==> src/rtl/simd_shift_stage.sv <==
// Two-stage valid/ready wrapper around an external combinational SIMD shifter.
// S1 registers the operands that drive the shifter; S2 captures its result for downstream.
module simd_shift_stage #(
    parameter int unsigned SIMD_WIDTH = 256,
    parameter int unsigned CNT_WIDTH  = 16
) (
    input  logic                  clk,
    input  logic                  rst_n,

    // Upstream operation handshake
    input  logic                  in_valid,
    output logic                  in_ready,
    input  logic [SIMD_WIDTH-1:0] in_a,
    input  logic [SIMD_WIDTH-1:0] in_b,
    input  logic [2:0]            in_data_mode,
    input  logic [1:0]            in_sel,
    input  logic                  in_imm_flag,
    input  logic [7:0]            in_imm_reg,
    input  logic                  flush,

    // Registered operands to the shifter and its combinational result
    output logic [SIMD_WIDTH-1:0] sh_a,
    output logic [SIMD_WIDTH-1:0] sh_b,
    output logic [2:0]            sh_data_mode,
    output logic [1:0]            sh_sel,
    output logic                  sh_imm_flag,
    output logic [7:0]            sh_imm_reg,
    input  logic [SIMD_WIDTH-1:0] sh_out,

    // Downstream result handshake
    output logic                  out_valid,
    input  logic                  out_ready,
    output logic [SIMD_WIDTH-1:0] out_data,

    // Status
    output logic                  nop_seen,
    output logic [CNT_WIDTH-1:0]  op_count
);

    localparam logic [1:0] SelNop = 2'b10;

    // S1: operand stage
    logic                  s1_valid_q, s1_valid_d;
    logic [SIMD_WIDTH-1:0] s1_a_q;
    logic [SIMD_WIDTH-1:0] s1_b_q;
    logic [2:0]            s1_data_mode_q;
    logic [1:0]            s1_sel_q;
    logic                  s1_imm_flag_q;
    logic [7:0]            s1_imm_reg_q;

    // S2: result stage
    logic                  s2_valid_q, s2_valid_d;
    logic [SIMD_WIDTH-1:0] s2_data_q;

    logic                  nop_seen_q, nop_seen_d;
    logic [CNT_WIDTH-1:0]  op_count_q, op_count_d;

    logic                  accept;
    logic                  advance;
    logic                  consume;
    logic                  load_s2;

    // in_ready depends only on state, flush and out_ready, never on in_valid.
    always_comb begin
        advance  = s1_valid_q & (~s2_valid_q | out_ready);
        consume  = s2_valid_q & out_ready;
        in_ready = ~flush & (~s1_valid_q | advance);
        accept   = in_valid & in_ready;
        load_s2  = advance & ~flush;

        s1_valid_d = s1_valid_q;
        if (flush) begin
            s1_valid_d = 1'b0;
        end else if (accept) begin
            s1_valid_d = 1'b1;
        end else if (advance) begin
            s1_valid_d = 1'b0;
        end

        s2_valid_d = s2_valid_q;
        if (flush) begin
            s2_valid_d = 1'b0;
        end else if (advance) begin
            s2_valid_d = 1'b1;
        end else if (consume) begin
            s2_valid_d = 1'b0;
        end

        // A consume in a flush cycle still reached downstream, so it is counted.
        op_count_d = consume ? op_count_q + CNT_WIDTH'(1) : op_count_q;
        nop_seen_d = nop_seen_q | (accept & (in_sel == SelNop));
    end

    always_ff @(posedge clk or negedge rst_n) begin
        if (!rst_n) begin
            s1_valid_q     <= 1'b0;
            s1_a_q         <= '0;
            s1_b_q         <= '0;
            s1_data_mode_q <= '0;
            s1_sel_q       <= '0;
            s1_imm_flag_q  <= 1'b0;
            s1_imm_reg_q   <= '0;
            s2_valid_q     <= 1'b0;
            s2_data_q      <= '0;
            nop_seen_q     <= 1'b0;
            op_count_q     <= '0;
        end else begin
            s1_valid_q <= s1_valid_d;
            s2_valid_q <= s2_valid_d;
            nop_seen_q <= nop_seen_d;
            op_count_q <= op_count_d;
            if (accept) begin
                s1_a_q         <= in_a;
                s1_b_q         <= in_b;
                s1_data_mode_q <= in_data_mode;
                s1_sel_q       <= in_sel;
                s1_imm_flag_q  <= in_imm_flag;
                s1_imm_reg_q   <= in_imm_reg;
            end
            if (load_s2) begin
                s2_data_q <= sh_out;
            end
        end
    end

    assign sh_a         = s1_a_q;
    assign sh_b         = s1_b_q;
    assign sh_data_mode = s1_data_mode_q;
    assign sh_sel       = s1_sel_q;
    assign sh_imm_flag  = s1_imm_flag_q;
    assign sh_imm_reg   = s1_imm_reg_q;

    assign out_valid = s2_valid_q;
    assign out_data  = s2_data_q;
    assign nop_seen  = nop_seen_q;
    assign op_count  = op_count_q;

endmodule
==> config.mk <==
export PLATFORM = sky130hd
export DESIGN_NAME = simd_shift_stage
export DESIGN_NICKNAME = d
export VERILOG_FILES = /design/src/rtl/simd_shift_stage.sv
export SDC_FILE = /design/constraint.sdc
export NUM_CORES = 1
export LEC_CHECK = 0
export CORE_AREA = 5 5 620 622
export DETAILED_ROUTE_END_ITERATION = 8
export DIE_AREA = 0 0 625 627
export GPL_TIMING_DRIVEN = 0
export MAX_ROUTING_LAYER = met4
export PLACE_DENSITY_LB_ADDON = 0.1
export RECOVER_POWER = 100
export SLEW_MARGIN = 20
export SYNTH_ARGS = -nofsm -noshare
export SYNTH_HDL_FRONTEND = slang
export SYNTH_SLANG_ARGS = --single-unit
==> constraint.sdc <==
create_clock -name clk -period 2 [get_ports clk]
set_clock_uncertainty 0.05 [all_clocks]
set_input_delay 0.4 -clock clk [delete_from_list [all_inputs] [get_ports clk]]
set_output_delay 0.4 -clock clk [all_outputs]
set_load 0.05 [all_outputs]
# Word-level counts from Yosys, hierarchy flattened
# Cells that the tools add are included.
# op_classes
add_sub_neg	1
mul	0
n_div	0
order_cmp	0
n_eq_ne	1
shifts	0
muxes	6
bitwise_logic	12
n_reduce_logical	2
# ops
cell	count
$add 16x1->16 const B	1
$and 1x1->1	6
$mux 1	6
$reduce_bool 3->1	2
$not 1->1	3
$or 1x1->1	3
$eq 2x2->1 const B	1
# totals
register_bits	801
latchBits	0
mem_bits_rw	0
romBits	0
inputBits	787
out_inout_bits	801
elab_cells	33
mem_count	0

# Depth between registers and ports, before layout
# logic_depth
ltp_word	8
ltp_mapped	8
mapped_depth_nobuf	5

# Worst setup path after synthesis
# No wires, ideal clock.
# synth_timing
path_kind	register to register
from	register s2_valid_q (netlist: out_valid)
to	register s1_a_q[201] (netlist: sh_a[201])
arrival_ns	2.671
slack_ns	-0.846
path_stages_with_launch	9
path_buffers	4
path_cell_list	dfrtp_1 nor2b_4 a21oi_1 and2_1 buf_2 buf_6 buf_6 buf_6 mux2_4
# synth_via
elab_chain_cells	6
# synth_rtl
item	line_no	rtl
start, declared	52	logic s2_valid_q, s2_valid_d;
start signal, assigned	109	s2_valid_q <= s2_valid_d;
$not 1->1	65	advance = s1_valid_q & (~s2_valid_q | out_ready);
$or 1x1->1	65	
$and 1x1->1	65	
$or 1x1->1	67	in_ready = ~flush & (~s1_valid_q | advance);
$and 1x1->1	67	
net in_ready	12	output logic in_ready,
$and 1x1->1	68	accept = in_valid & in_ready;
end signal, assigned	113	s1_a_q <= in_a;
end, declared	44	logic [SIMD_WIDTH-1:0] s1_a_q;
# The timed path passes the listed nets, and every way through them passes these cells.
# A chain may end at the register's enable or synchronous reset.

# Final worst setup path
# layout_timing
from	register s2_valid_q (netlist: out_valid)
to	register s1_a_q[206] (netlist: sh_a[206])
# layout_via
elab_chain_cells	6
# layout_rtl
item	line_no
$not 1->1	65
$or 1x1->1	65
$and 1x1->1	65
$or 1x1->1	67
$and 1x1->1	67
$and 1x1->1	68
# Every way passes these cells.

==> run metrics <==
first-pass GRT wire length 303000 um; Yosys cell types 22; Detailed Routing Iterations Pass 1 8; Core Area 0.378 mm^2; Final Cycle Share 1.10; TritonCTS clock tree built; Slew headroom 0.155; die footprint 0.392 mm^2; Leak Pwr 26.7 nW; failing checks negative hold slack, negative setup slack; power density over the cells 1080 mW/mm^2; Max Used Layer met4; Max Cap Viol 0; share of cells above drive strength 1 0.528; initial antenna violation count 148; via/cell ratio 2.71; number of global-route vias before repair 26100; dpl hpwl 202000 um; hold_buf cts 221; worst-path maximum fanout 8; Clock Latency Late Sink 0.83 ns; CP required 2.65 ns; grt total ovfl 0; fmax 454 MHz; sequential cell area fraction in the yosys report 0.674; Detailed Route WL 251000 um; RSZ-0062 raised after global routing yes; area grow syn2layout 114%; syn_nets 2509; Port Buffers 1587; Area after DPL 0.0523 mm^2; Final ANT Viol Nets 0; outcome finished, violations left; WL met1 89700 um; 1st-iter DRT viols 779; Post-Syn Area 0.0298 mm^2; TritonCTS Buffers 124; Setup crit start kind register; largest net degree at the start of global routing 109; starting utilization of the core area 0.0788; Final Slew Violations 0; post-synthesis average cell area 17.3 um^2; nets 4626; Final Wtd Congestion 0.777; Hold WS -0.633 ns; final-report hold violation count 223; Synth Warn # 0; synthesized flop and latch total 801; mean routed wirelength per cell 27.8 um; H-tree lvl count 3; CP Cell Sequence nor2b_4 > a21oi_4 > and2_4 > buf_16 > buf_12 > buf_16 > buf_12 > clkbuf_16 > mux2_4; type of the worst min-delay path in -> async; CP endpoint kind register; metal3 WL 20900 um; Tmin final 2.20 ns; pre-CTS setup slack -1.94 ns; vias 24500; Slew @ Worst Pin 1.27 ns; num rows 226; maximum buffer depth of the clock tree 4; IO Count 1588; Die H 627 um; Root Driver clkbuf_16; max incr delay on CP 0.41 ns; CTS sink cnt 801; Util after Layout 0.169; clock-pin slew of the registers on the worst-case setup and hold paths 0.06 ns; Total GRT Usage 0.122; DIE WIDTH 625 um; Setup WS post-layout -0.204 ns; # setup viols final 645; critical path type reg -> reg; slowest CP cell dfrtp_2; # DRC 0; Gate Count Post-Synth 1721; Crit path arrival time 2.85 ns; VDD IR max 0.649 mV; final instance area 0.0637 mm^2; Met2 Wirelength 134000 um
cell usage after synthesis:
master    number  area share
dfrtp_1      801        0.67
mux2_2       754        0.29
nand3_1        5     0.00084
buf_2         80       0.013
nor3_1         2     0.00034
and2_1         1     0.00021
mux2_4        29       0.015
inv_1          1     0.00013
nand4_1        3     0.00063
a21oi_1        2     0.00034
nor2b_4        1     0.00046
xor2_1         6      0.0018
nor2_1         6     0.00076
clkbuf_1       2     0.00025
nand2_1        6     0.00076
buf_6          5      0.0019
xnor2_1        9      0.0026
nor3b_1        1     0.00025
a31o_2         1     0.00029
ha_1           1     0.00042
nor4_1         2     0.00042
and3_1         3     0.00063
per-stage QoR:
step,power [mW],cells,TNS [ns]
after floorplan,33.4,1721,-98.90
after global placement,45.2,8324,-
after detailed placement,45.2,8334,-1309.64
after CTS,68.3,8841,-371.03
after global routing,71.6,9008,-133.09
final,68.6,9022,-64.13
placed cells by master, fill, tap and decap left out, types with 5 or more instances in the layout:
cell,n
clkdlybuf4s50_1,785
dfrtp_1,757
mux2_4,481
mux2_2,302
dlygate4sd3_1,221
buf_6,213
buf_4,211
clkbuf_4,193
clkbuf_16,180
buf_12,142
clkbuf_2,87
buf_2,84
diode_2,72
clkbuf_1,48
buf_8,46
dfrtp_2,44
buf_16,33
clkbuf_8,26
clkinv_2,13
xnor2_1,9
clkdlybuf4s15_2,7
nand2_1,6
xor2_1,6
nor2_1,6
nand3_1,5
path summary, 6_finish.rpt:
path | start | slack (ns) | cells after the start | end
setup reg to reg | out_valid | -0.20 | 9 | sh_a[206]
min in group clk | in_b[138] | 0.11 | 2 | sh_b[138]
setup / recovery | out_valid | -0.20 | 9 | sh_a[206]
hold reg to reg | nop_seen | 0.42 | 1 | nop_seen
hold / removal | rst_n | -0.63 | 1 | out_data[24]
max in group asynchronous | rst_n | 0.21 | 3 | sh_a[252]
per-layer routing:
layer	vias to the layer above	track usage
met5	-	-
met3	347	0.0490
met1	12600	0.120
met4	0	0.0203
met2	1032	0.228
li1	10500	-
final cells by class:
class | count | area [um^2]
clock inverters | 23 | 243
well taps | 5016 | 6280
repair buffers | 2001 | 20700
multi-input cells | 832 | 11000
clock buffers | 199 | 3670
flip-flops and latches | 801 | 20100
fillers | 41800 | 314000
diodes | 72 | 180
plain buffers | 77 | 1550
inverters | 1 | 3.75
repair_timing:
| action | in CTS | in global routing |
|---|---|---|
| setup endpoints to repair | 1584 | 1656 |
| endpoints found under the hold margin | 444 | 223 |
| resized for setup | 2121 | 3580 |
| setup buffers | 37 | 76 |
| gates cloned | 28 | 52 |
| pin swaps | 3 | 3 |
critical path: cells and delay by family, from the launching register on:
family	cells	cell delay, ns
buf+inv	5	0.82
flops	1	0.41
simple gates	2	0.33
mux	1	0.30
compound gates	1	0.15
cells by family (layout without fill, tap and decap cells):
family,after synthesis,after routing,share of synthesized area
fa+ha+maj,1,1,0.000420
xor+xnor,15,15,0.00441
mux,783,783,0.300
buf+inv,88,2301,0.0157
compound gates,3,3,0.000631
other cells,0,72,0
simple gates,30,30,0.00530
flops,801,801,0.674
report_power, final:
| part | leakage [nW] | total, mW | internal, mW | switching, mW |
|---|---|---|---|---|
| clock | 1.91 | 21.8 | 12.8 | 9.04 |
| sequential | 9.41 | 21.0 | 19.0 | 2.02 |
| combinational | 15.3 | 25.7 | 9.65 | 16.0 |
| total | 26.7 | 68.6 | 41.5 | 27.1 |
No activity file was read; power rests on OpenSTA's default activity.
